### config.mk
export PLATFORM = sky130hd
export DESIGN_NAME = seg7_output_logic
export DESIGN_NICKNAME = d
export VERILOG_FILES = /design/src/rtl/seg7_output_logic.sv
export SDC_FILE = /design/constraint.sdc
export NUM_CORES = 1
export LEC_CHECK = 0
export BUFFER_PORTS_ARGS = -buffer_cell sky130_fd_sc_hd__buf_2
export CORE_UTILIZATION = 24
export CTS_BUF_LIST = sky130_fd_sc_hd__clkbuf_4
export CTS_CLUSTER_SIZE = 10
export DETAILED_ROUTE_END_ITERATION = 6
export PLACE_DENSITY = 0.42
export REMOVE_ABC_BUFFERS = 1
export SETUP_SLACK_MARGIN = 0.1
export SKIP_CTS_REPAIR_TIMING = 1
export SYNTH_ARGS = -nofsm -noshare
export SYNTH_HDL_FRONTEND = slang
export SYNTH_SLANG_ARGS = --single-unit
export TNS_END_PERCENT = 10
### constraint.sdc
create_clock -name clk -period 4.7 [get_ports clk]
set_clock_uncertainty 0.2 [all_clocks]
set_input_delay 0.47 -clock clk [delete_from_list [all_inputs] [get_ports clk]]
set_output_delay 0.47 -clock clk [all_outputs]
set_load 0.01 [all_outputs]
### src/rtl/seg7_output_logic.sv
// Six-digit multiplexed hex display driver: 4 data digits, 2 PC digits and an LED bar, snapshotted once per frame.
// Outputs are registered, one cycle behind internal state. There is no flow control. BLANK_CYCLES >= DIV_MAX+1 is illegal because the digits never light.
module seg7_output_logic #(
  parameter int unsigned DIV_MAX      = 49999,
  parameter int unsigned DIV_WIDTH    = 16,
  parameter int unsigned BLANK_CYCLES = 8
) (
  input  logic        clk,
  input  logic        reset_cpu,
  input  logic [15:0] output_port,
  input  logic [7:0]  PC_below8bit,
  input  logic        freeze,
  output logic [6:0]  seg,
  output logic        dp,
  output logic [5:0]  an,
  output logic [7:0]  led,
  output logic        frame_start
);

  localparam int unsigned BW = (BLANK_CYCLES < 1) ? 1 : $clog2(BLANK_CYCLES + 1);
  localparam logic [BW-1:0] BLANK_INIT = BW'(BLANK_CYCLES);
  localparam logic [DIV_WIDTH-1:0] DIV_TC = DIV_WIDTH'(DIV_MAX);

  logic [DIV_WIDTH-1:0] prescaler_q, prescaler_d;
  logic [2:0]           index_q, index_d;
  logic                 first_q, first_d;
  logic [15:0]          snap_data_q, snap_data_d;
  logic [7:0]           snap_pc_q, snap_pc_d;
  logic [BW-1:0]        blank_q, blank_d;
  logic [6:0]           seg_q, seg_d;
  logic                 dp_q, dp_d;
  logic [5:0]           an_q, an_d;
  logic [7:0]           led_q, led_d;
  logic                 frame_start_q, frame_start_d;

  logic       tick;
  logic       wrap;
  logic       load;
  logic [3:0] nib;

  function automatic logic [6:0] hex_decode(input logic [3:0] v);
    logic [6:0] r;
    case (v)
      4'h0: r = 7'h40;
      4'h1: r = 7'h79;
      4'h2: r = 7'h24;
      4'h3: r = 7'h30;
      4'h4: r = 7'h19;
      4'h5: r = 7'h12;
      4'h6: r = 7'h02;
      4'h7: r = 7'h78;
      4'h8: r = 7'h00;
      4'h9: r = 7'h10;
      4'hA: r = 7'h08;
      4'hB: r = 7'h03;
      4'hC: r = 7'h46;
      4'hD: r = 7'h21;
      4'hE: r = 7'h06;
      default: r = 7'h0E;
    endcase
    return r;
  endfunction

  always_comb begin
    tick = (prescaler_q == DIV_TC);
    wrap = tick && (index_q == 3'd5);
    // first_q forces a snapshot on the first edge after reset, so the display never shows stale zeros for a whole frame
    load = first_q || wrap;

    prescaler_d = tick ? '0 : prescaler_q + 1'b1;
    first_d     = 1'b0;

    index_d = index_q;
    if (tick) index_d = wrap ? 3'd0 : index_q + 3'd1;

    snap_data_d = snap_data_q;
    snap_pc_d   = snap_pc_q;
    if (load && !freeze) begin
      snap_data_d = output_port;
      snap_pc_d   = PC_below8bit;
    end

    blank_d = blank_q;
    if (tick)                blank_d = BLANK_INIT;
    else if (blank_q != '0)  blank_d = blank_q - 1'b1;

    case (index_q)
      3'd0:    nib = snap_data_q[3:0];
      3'd1:    nib = snap_data_q[7:4];
      3'd2:    nib = snap_data_q[11:8];
      3'd3:    nib = snap_data_q[15:12];
      3'd4:    nib = snap_pc_q[3:0];
      default: nib = snap_pc_q[7:4];
    endcase

    seg_d         = hex_decode(nib);
    dp_d          = (index_q != 3'd4);
    an_d          = (blank_q != '0) ? 6'h3F : ~(6'b000001 << index_q);
    led_d         = snap_pc_q;
    frame_start_d = load;
  end

  always_ff @(posedge clk or posedge reset_cpu) begin
    if (reset_cpu) begin
      prescaler_q   <= '0;
      index_q       <= 3'd0;
      first_q       <= 1'b1;
      snap_data_q   <= 16'h0000;
      snap_pc_q     <= 8'h00;
      blank_q       <= BLANK_INIT;
      seg_q         <= 7'h7F;
      dp_q          <= 1'b1;
      an_q          <= 6'h3F;
      led_q         <= 8'h00;
      frame_start_q <= 1'b0;
    end else begin
      prescaler_q   <= prescaler_d;
      index_q       <= index_d;
      first_q       <= first_d;
      snap_data_q   <= snap_data_d;
      snap_pc_q     <= snap_pc_d;
      blank_q       <= blank_d;
      seg_q         <= seg_d;
      dp_q          <= dp_d;
      an_q          <= an_d;
      led_q         <= led_d;
      frame_start_q <= frame_start_d;
    end
  end

  assign seg         = seg_q;
  assign dp          = dp_q;
  assign an          = an_q;
  assign led         = led_q;
  assign frame_start = frame_start_q;

endmodule

==> run summary, run 1 <==
gpl congestion - 0.754
Clock Pin Slew Worst Setup and Hold Paths - 0.12 ns
DRC Markers - 0
Syn Std Cell Area - 0.00315 mm2
Clock Tree Buf Depth - 2
worst-path cell chain - inv_1 -> ha_1 -> nor2_1 -> o21ai_0 -> mux2i_1 -> inv_1 -> ha_1 -> inv_1 -> mux2i_1 -> a21o_1
post-DP HPWL - 4680 um
num rows - 41
met1 GRT Util - 15.0%
power density cells - 335 mW/mm2
Syn-to-layout area delta - 19.3%
Syn Inst Count - 251
initial antenna violation count - 0
final worst-path cycle share - 68.3%
Pre-Repair DR Iteration Count - 4
Yosys top cell area share - 43.7%
Die W - 117 um
RSZ-0062 raised after global routing - no
first-pass GRT wire length - 10,900 um
synth unique cells - 43
Data arrival, critical path - 3.38 ns
sw power - 0.000342 W
Max H-tree Level - 3
DP Cell Count - 466
max-cap viol count - 0
register share of total power - 56.2%
Final Worst Setup Slack - 1.49 ns
final hold vios - 0
WS Path Type - reg -> reg
Rel. slew slack - 29.9%
CP Launch Type - flop
root buf cell - clkbuf_4
final wirelength - 6700 um
GR Layer Usage met2 - 15.8%
Sw Share - 27.1%
DP Worst Slack - 1.53 ns
largest area contributor in the synthesized netlist - dfrtp_1
share of layout cells above drive strength 1 - 28.7%
CTS tree - done
cell-internal power - 0.000917 W
DP Area - 0.00358 mm2
ys async rst share - 100%
synth warn - 0
Final #Nets - 349
CP max stage delay - 0.75 ns
routing usage on met3 - 4.05%
Layout fillers - 1,353
CP Buf/Inv Count - 3
WL/cell - 13.7 um
Clock Latency Late Sink - 0.44 ns
Main synth FF type - dfrtp_1
vias in the first global route - 2,038
slowest CP cell - dfrtp_1
status - finished, final reports clean
reg2reg path depth - 10
GRT Residual Overflow - 0
die area - 0.0136 mm2
cell mode on critical path - inv_1
CTS sink cnt - 71
Pwr Total - 0.00126 W
layer with the highest usage - met2
core area - 0.0127 mm2
antenna-violating nets left - 0
vias post-DR - 1,975
Top delay family on crit path - flip-flops
final period demand of the worst path - 3.21 ns
FF+latch count, synth - 71
Post-synth EDFFs - 0
starting density of the core - 24.8%
LEAKAGE - 1.66 nW
Hold Crit Class - in -> reg
max-slew violation count - 0
First DRT Iteration DRCs - 89
Levels on crit path - 10
CP endpoint kind - flop
Design Area, Final - 0.00376 mm2
TNS Setup - 0 ns
worst-margin pin slew - 1.02 ns
Die Ht - 117 um
clock network power share - 30.2%
Fmax - 311 MHz
Area contributors post-synth - dfrtp_1, dfstp_2, mux2_1
Comb pwr share - 13.6%
# setup viols final - 0
CP max FO - 18
Via-to-Cell Ratio - 4.06
Global Route Usage Sum - 11.2%
syn avg cell area - 12.5 um2
Ports - 50
VDD IR max - 0.141 mV
Hold Path Stages - 2
post-synthesis sequential area ratio - 57.1%
Finished Layout Cells - 487
largest net degree at the start of global routing - 41
Critical Path RT - 4.87 ns
CTS Buf Count - 9
# port buffers - 49
## worst register-to-register path: cells and delay by family, from the launching register on
family                   cells  cell delay [ns]
AO/OA/AOI/OAI                2             0.43
adder cells (fa/ha/maj)      2             0.58
buffers and inverters        3             0.38
flip-flops                   1             0.75
multiplexers                 2             0.65
AND/OR/NAND/NOR              1             0.15
## flip-flops by register name, summed over array words and instances, names as in the netlist
register     cells
prescaler_q     16
snap_data_q     16
led              8
led_d            8
seg              7
an               6
blank_q          4
index_q          3
dp               1
first_q          1
frame_start      1
## Yosys cell counts, drive strengths merged (2+ instances only)
master / instances
ha: 13
mux2i: 14
and4: 2
nand3b: 5
or4bb: 2
nor2: 16
inv: 12
o21ai: 4
nor3: 2
nand3: 8
nor2b: 2
dfrtp: 55
xor2: 6
a22oi: 2
nand4: 5
buf: 5
and2: 4
clkbuf: 5
nor3b: 4
nand2: 15
o2111ai: 2
mux2: 25
o22ai: 3
dfstp: 16
xnor2: 10
## worst paths after layout
path                              end  slack [ns]             from
max                            seg[4]        1.49       index_q[2]
min                          led_d[2]        0.04  PC_below8bit[2]
max reg2reg                    seg[4]        1.49       index_q[2]
min reg2reg                    led[4]        0.23         led_d[4]
max in group asynchronous  blank_q[3]        2.81        reset_cpu
min in group asynchronous    led_d[6]        0.47        reset_cpu
## per-layer routing
layer	wire length (um)	vias up
met5	0	-
met4	136	0
met3	258	10
met2	2880	33
met1	3420	945
li1	-	987
## per-stage QoR
stage,hold slack (ns),utilization [%]
after floorplan,0.167,-
after global placement,0.221,28.2
after detailed placement,0.206,28.2
after CTS,-0.0978,29.2
after global routing,0.000324,29.5
final,0.0399,29.5
## area by class of cell
class	instances	area, um2	area share [%]
clock inverter	7	62.6	1.67
inverter	12	45.0	1.20
clock buffer	9	67.6	1.80
antenna	1	2.50	0.0666
multi-input combinational	158	1250	33.3
tap	172	215	5.73
sequential	71	1800	47.8
timing repair buffer	57	315	8.39
## power groups by stage
| stage | Clock, W | Combinational, W | Sequential (W) |
|---|---|---|---|
| 4_1_cts | 0.000405 | 0.000173 | 0.000709 |
| 6_report | 0.000380 | 0.000171 | 0.000707 |
| 5_1_grt | 0.000432 | 0.000194 | 0.000717 |
| 3_5_place_dp | 0 | 0.000173 | 0.000720 |
| 2_1_floorplan | 0 | 0.0000943 | 0.000725 |
| 3_3_place_gp | 0 | 0.000171 | 0.000722 |
## cell usage in the layout, fill, tap and decap left out, drive strengths merged, types with 2 or more instances in the layout
cell type / synthesis / final
o21ai: 4 / 4
dfrtp: 55 / 55
and2: 4 / 4
nor2b: 2 / 2
mux2i: 14 / 14
or4bb: 2 / 2
dlygate4sd3: 0 / 4
xnor2: 10 / 10
nor3: 2 / 2
nand3: 8 / 8
nand2: 15 / 15
xor2: 6 / 6
nand3b: 5 / 5
mux2: 25 / 25
buf: 5 / 53
o2111ai: 2 / 2
dfstp: 16 / 16
clkinv: 0 / 4
ha: 13 / 13
nor2: 16 / 16
o22ai: 3 / 3
inv: 12 / 13
a22oi: 2 / 2
and4: 2 / 2
nor3b: 4 / 4
nand4: 5 / 5
clkbuf: 5 / 9
## logic make-up (layout without fill, tap and decap cells)
family,count (synthesis),in the layout,share of synthesized area [%]
flops,71,71,57.1
simple gates,68,68,11.8
mux,39,39,13.4
buf+inv,22,85,3.26
compound gates,21,21,4.77
xor+xnor,16,16,4.45
fa+ha+maj,13,13,5.17
other cells,1,2,0.119
Power figures use the tool's default switching activity.
==> run 2, diff against run 1 <==
Clock period 4.7 ns to 3 ns, I/O delays scaled along.
==> run 2 against run 1 <==
Net effect:
- via count up 7.5%
- non-clock buffer count grew 28
- first-iteration DRC count shrank 1.1%
- count of clock-buffer cells in the layout increased by 3
- sequential cell count is the same
- routed wire length up 1.0%
- combinational power up 78%
- register-to-register slack worse by 1.1 ns
- cell count grew 5.5%
- clock power increased by 41%
==> run summary, run 2 (synthesis results as in run 1) <==
status - finished, final reports clean
largest net degree at the start of global routing - 39
max-slew violation count - 0
WS Path Type - reg -> reg
# port buffers - 49
Clock Pin Slew Worst Setup and Hold Paths - 0.11 ns
sw power - 0.000526 W
GRT Residual Overflow - 0
DRC Markers - 0
die area - 0.0136 mm2
CP max FO - 8
Critical Path RT - 3.16 ns
First DRT Iteration DRCs - 88
Via-to-Cell Ratio - 4.13
first-pass GRT wire length - 11,000 um
CTS tree - done
vias post-DR - 2,123
Sw Share - 27.1%
Syn-to-layout area delta - 27.8%
power density cells - 482 mW/mm2
Rel. slew slack - 45.6%
register share of total power - 56.8%
post-DP HPWL - 4730 um
CTS sink cnt - 71
Clock Latency Late Sink - 0.43 ns
gpl congestion - 0.745
Hold WS - 0.182 ns
Max H-tree Level - 3
Global Route Usage Sum - 10.9%
TNS Setup - 0 ns
DP Worst Slack - 0.395 ns
WL/cell - 13.2 um
final period demand of the worst path - 2.58 ns
top flop regs - prescaler_q x16, snap_data_q x16
most frequent cells in the layout - dfrtp_1, buf_2, dlygate4sd3_1, mux2_1
Die Ht - 117 um
most common cell after layout, fill and taps aside - dfrtp_1
final hold vios - 0
# setup viols final - 0
VDD IR max - 0.190 mV
worst-margin pin slew - 0.815 ns
final worst-path cycle share - 86.1%
starting density of the core - 24.8%
share of layout cells above drive strength 1 - 29.2%
Hold Crit Class - in -> reg
root buf cell - clkbuf_4
cell-internal power - 0.00141 W
CP endpoint kind - flop
vias in the first global route - 2,035
DP Area - 0.00366 mm2
Ports - 50
antenna fix cells - 0
Final Worst Setup Slack - 0.418 ns
antenna-violating nets left - 0
clock network power share - 27.5%
Data arrival, critical path - 2.75 ns
CP Launch Type - flop
max-cap viol count - 0
Comb pwr share - 15.7%
Clock Tree Buf Depth - 2
Final #Nets - 377
initial antenna violation count - 0
Design Area, Final - 0.00403 mm2
core area - 0.0127 mm2
final wirelength - 6760 um
Pre-Repair DR Iteration Count - 4
LEAKAGE - 1.79 nW
Fmax - 387 MHz
Die W - 117 um
CTS Buf Count - 9
RSZ-0062 raised after global routing - no
num rows - 41
## run 2: routing by layer
metal | vias up | track usage (%) | share of wire (%)
li1 | 1038 | - | -
met1 | 1036 | 15.7 | 51
met2 | 36 | 15.1 | 43
met3 | 13 | 2.91 | 3.6
met4 | 0 | 5.32 | 2.2
met5 | - | 0 | 0
## run 2: power groups by stage
stage	Combinational, W	Clock [W]	Sequential [W]
after floorplan	0.000148	0	0.00114
after global routing	0.000345	0.000608	0.00111
after global placement	0.000283	0	0.00112
after detailed placement	0.000286	0	0.00112
final	0.000304	0.000534	0.00110
after CTS	0.000286	0.000565	0.00110
## run 2: worst paths after layout
check	cells after the start	slack, ns	to	startpoint
setup / recovery	12	0.42	seg[4]	index_q[0]
hold / removal	4	0.18	snap_data_q[1]	freeze
setup reg to reg	12	0.42	seg[4]	index_q[0]
hold reg to reg	0	0.21	led[3]	led_d[3]
max in group asynchronous	4	1.76	an[4]	reset_cpu
min in group asynchronous	3	0.19	led[0]	reset_cpu
## run 2: worst max-delay path: stages, from the launching register on
cell and delay, ns:
dfrtp_1 0.43, inv_1 0.12, ha_1 0.32, nor2_1 0.10, o21ai_0 0.20, buf_4 0.17, mux2i_1 0.19, buf_4 0.18
inv_1 0.06, ha_1 0.22, inv_1 0.09, mux2i_1 0.07, a21o_1 0.18
## run 2: layout make-up
type	count	area (um2)
clock buffer	12	90.1
clock inverter	4	22.5
fill	1360	8700
inverter	12	45.0
multi-input combinational	158	1250
sequential	71	1800
tap	172	215
timing repair buffer	85	603
## run 2: metrics by stage
step	utilization, %	cells	total power (W)
2_1_floorplan	-	241	0.00128
3_3_place_gp	28.8	473	0.00140
3_5_place_dp	28.8	473	0.00141
4_1_cts	29.7	489	0.00195
5_1_grt	31.6	514	0.00207
6_report	31.6	514	0.00194
==> run 3, diff against run 2 <==
Settings changed: MAX_ROUTING_LAYER set to met4.
==> run 3 against run 2 <==
Net effect:
- via count grew 0.94%
- critical endpoint unchanged
- count of clock-buffer cells in the layout stayed put
- fmax shrank 0.17%
- utilization is the same
- final area unchanged
- global-route usage is 0.36 points higher
- clock power hardly changed
==> run summary, run 3 (synthesis results as in run 1) <==
status - finished, final reports clean
Reg area - 0.00180 mm2
Final #Nets - 377
first-pass GRT wire length - 11,000 um
CP max FO - 8
antenna fix cells - 0
launch point of the worst reg-to-reg path - index_q[0]
Critical Path RT - 3.16 ns
Clock Latency Late Sink - 0.43 ns
starting density of the core - 24.8%
final hold vios - 0
# setup viols final - 0
Clock Tree Buf Depth - 2
gpl congestion - 0.755
Ports - 50
max-cap viol count - 0
WL/cell - 13.2 um
share of layout cells above drive strength 1 - 29.2%
Fmax - 387 MHz
VDD IR max - 0.190 mV
core area - 0.0127 mm2
final wirelength - 6790 um
num rows - 41
RSZ-0062 raised after global routing - no
max-slew violation count - 0
Die W - 117 um
CTS sink cnt - 71
GRT Residual Overflow - 0
vias in the first global route - 2,039
CP Launch Type - flop
Via-to-Cell Ratio - 4.17
Syn-to-layout area delta - 27.8%
final period demand of the worst path - 2.59 ns
DRC Markers - 0
DP Worst Slack - 0.395 ns
most frequent cells in the layout - dfrtp_1, buf_2, dlygate4sd3_1, mux2_1
Clock Pin Slew Worst Setup and Hold Paths - 0.11 ns
Rel. slew slack - 46.5%
Die Ht - 117 um
Final Worst Setup Slack - 0.413 ns
worst-margin pin slew - 0.801 ns
Max H-tree Level - 3
Layout fillers - 1,360
Data arrival, critical path - 2.75 ns
DP Area - 0.00366 mm2
vias post-DR - 2,143
First DRT Iteration DRCs - 117
power density cells - 482 mW/mm2
largest net degree at the start of global routing - 39
final worst-path cycle share - 86.2%
top flop regs - prescaler_q x16, snap_data_q x16
CP Buf/Inv Count - 4
cell mode on critical path - ha_1
Top delay family on crit path - adder cells
WS Path Type - reg -> reg
# port buffers - 49
CP max stage delay - 0.43 ns
Design Area, Final - 0.00403 mm2
LEAKAGE - 1.79 nW
Critical Path Start - index_q[0]
Global Route Usage Sum - 11.3%
area of the multi-input gates - 0.00125 mm2
CTS Buf Count - 9
die area - 0.0136 mm2
CP endpoint kind - flop
root buf cell - clkbuf_4
Hold Crit Class - in -> reg
CTS tree - done
post-DP HPWL - 4730 um
Hold Path Origin - freeze
antenna-violating nets left - 0
most common cell after layout, fill and taps aside - dfrtp_1
slowest CP cell - dfrtp_1
Pre-Repair DR Iteration Count - 4
initial antenna violation count - 0
worst-path cell chain - ha_1 -> ha_1 -> nor2_1 -> o21ai_0 -> buf_4 -> mux2i_1 -> buf_4 -> inv_1 -> ha_1 -> inv_1 -> mux2i_1 -> a21o_1
Layout Utilization - 31.6%
-- run 3: layout make-up --
cell class,count,share of cell area [%]
Sequential cell,71,44.6
Multi-Input combinational cell,158,31.1
Timing Repair Buffer,85,15.0
Tap cell,172,5.35
Clock buffer,12,2.24
Inverter,12,1.12
Clock inverter,4,0.560
-- run 3: worst reg2reg max path, cell delays in order (launching register included) --
cell and delay, ns:
dfrtp_1 0.43, ha_1 0.21, ha_1 0.28, nor2_1 0.17, o21ai_0 0.12, buf_4 0.17, mux2i_1 0.15, buf_4 0.18
inv_1 0.06, ha_1 0.22, inv_1 0.09, mux2i_1 0.07, a21o_1 0.18
-- run 3: layer usage --
metal  global-route usage [%]  wire length (um)  vias up
li1                         -                 -     1038
met1                     15.6              3450     1050
met2                     15.2              2970       45
met3                     2.91               263       10
met4                     5.32               111        0
met5                        -                 0        -
-- run 3: report_power, final --
group / total (W) / switching, W / internal [W]
registers: 0.00110 / 0.0000383 / 0.00106
logic: 0.000303 / 0.000148 / 0.000155
clock network: 0.000536 / 0.000341 / 0.000195
-- run 3: metrics by stage --
step           std cells  setup TNS, ns  hold WS, ns  power [W]
2_1_floorplan        241         -23.41        0.167    0.00128
3_3_place_gp         473              0        0.136    0.00140
3_5_place_dp         473              0        0.133    0.00141
4_1_cts              489              0       -0.365    0.00195
6_report             514              0        0.183    0.00194
5_1_grt              514              0        0.164    0.00207
-- run 3: worst paths after layout --
check                                       to  slack [ns]  depth (start not counted)
worst max register to register          seg[4]        0.41                         12
worst min-delay path            snap_data_q[1]        0.18                          4
min in group asynchronous               led[0]        0.19                          3
worst max-delay path                    seg[4]        0.41                         12
worst min register to register          led[3]        0.21                          0
max in group asynchronous                an[4]        1.77                          4
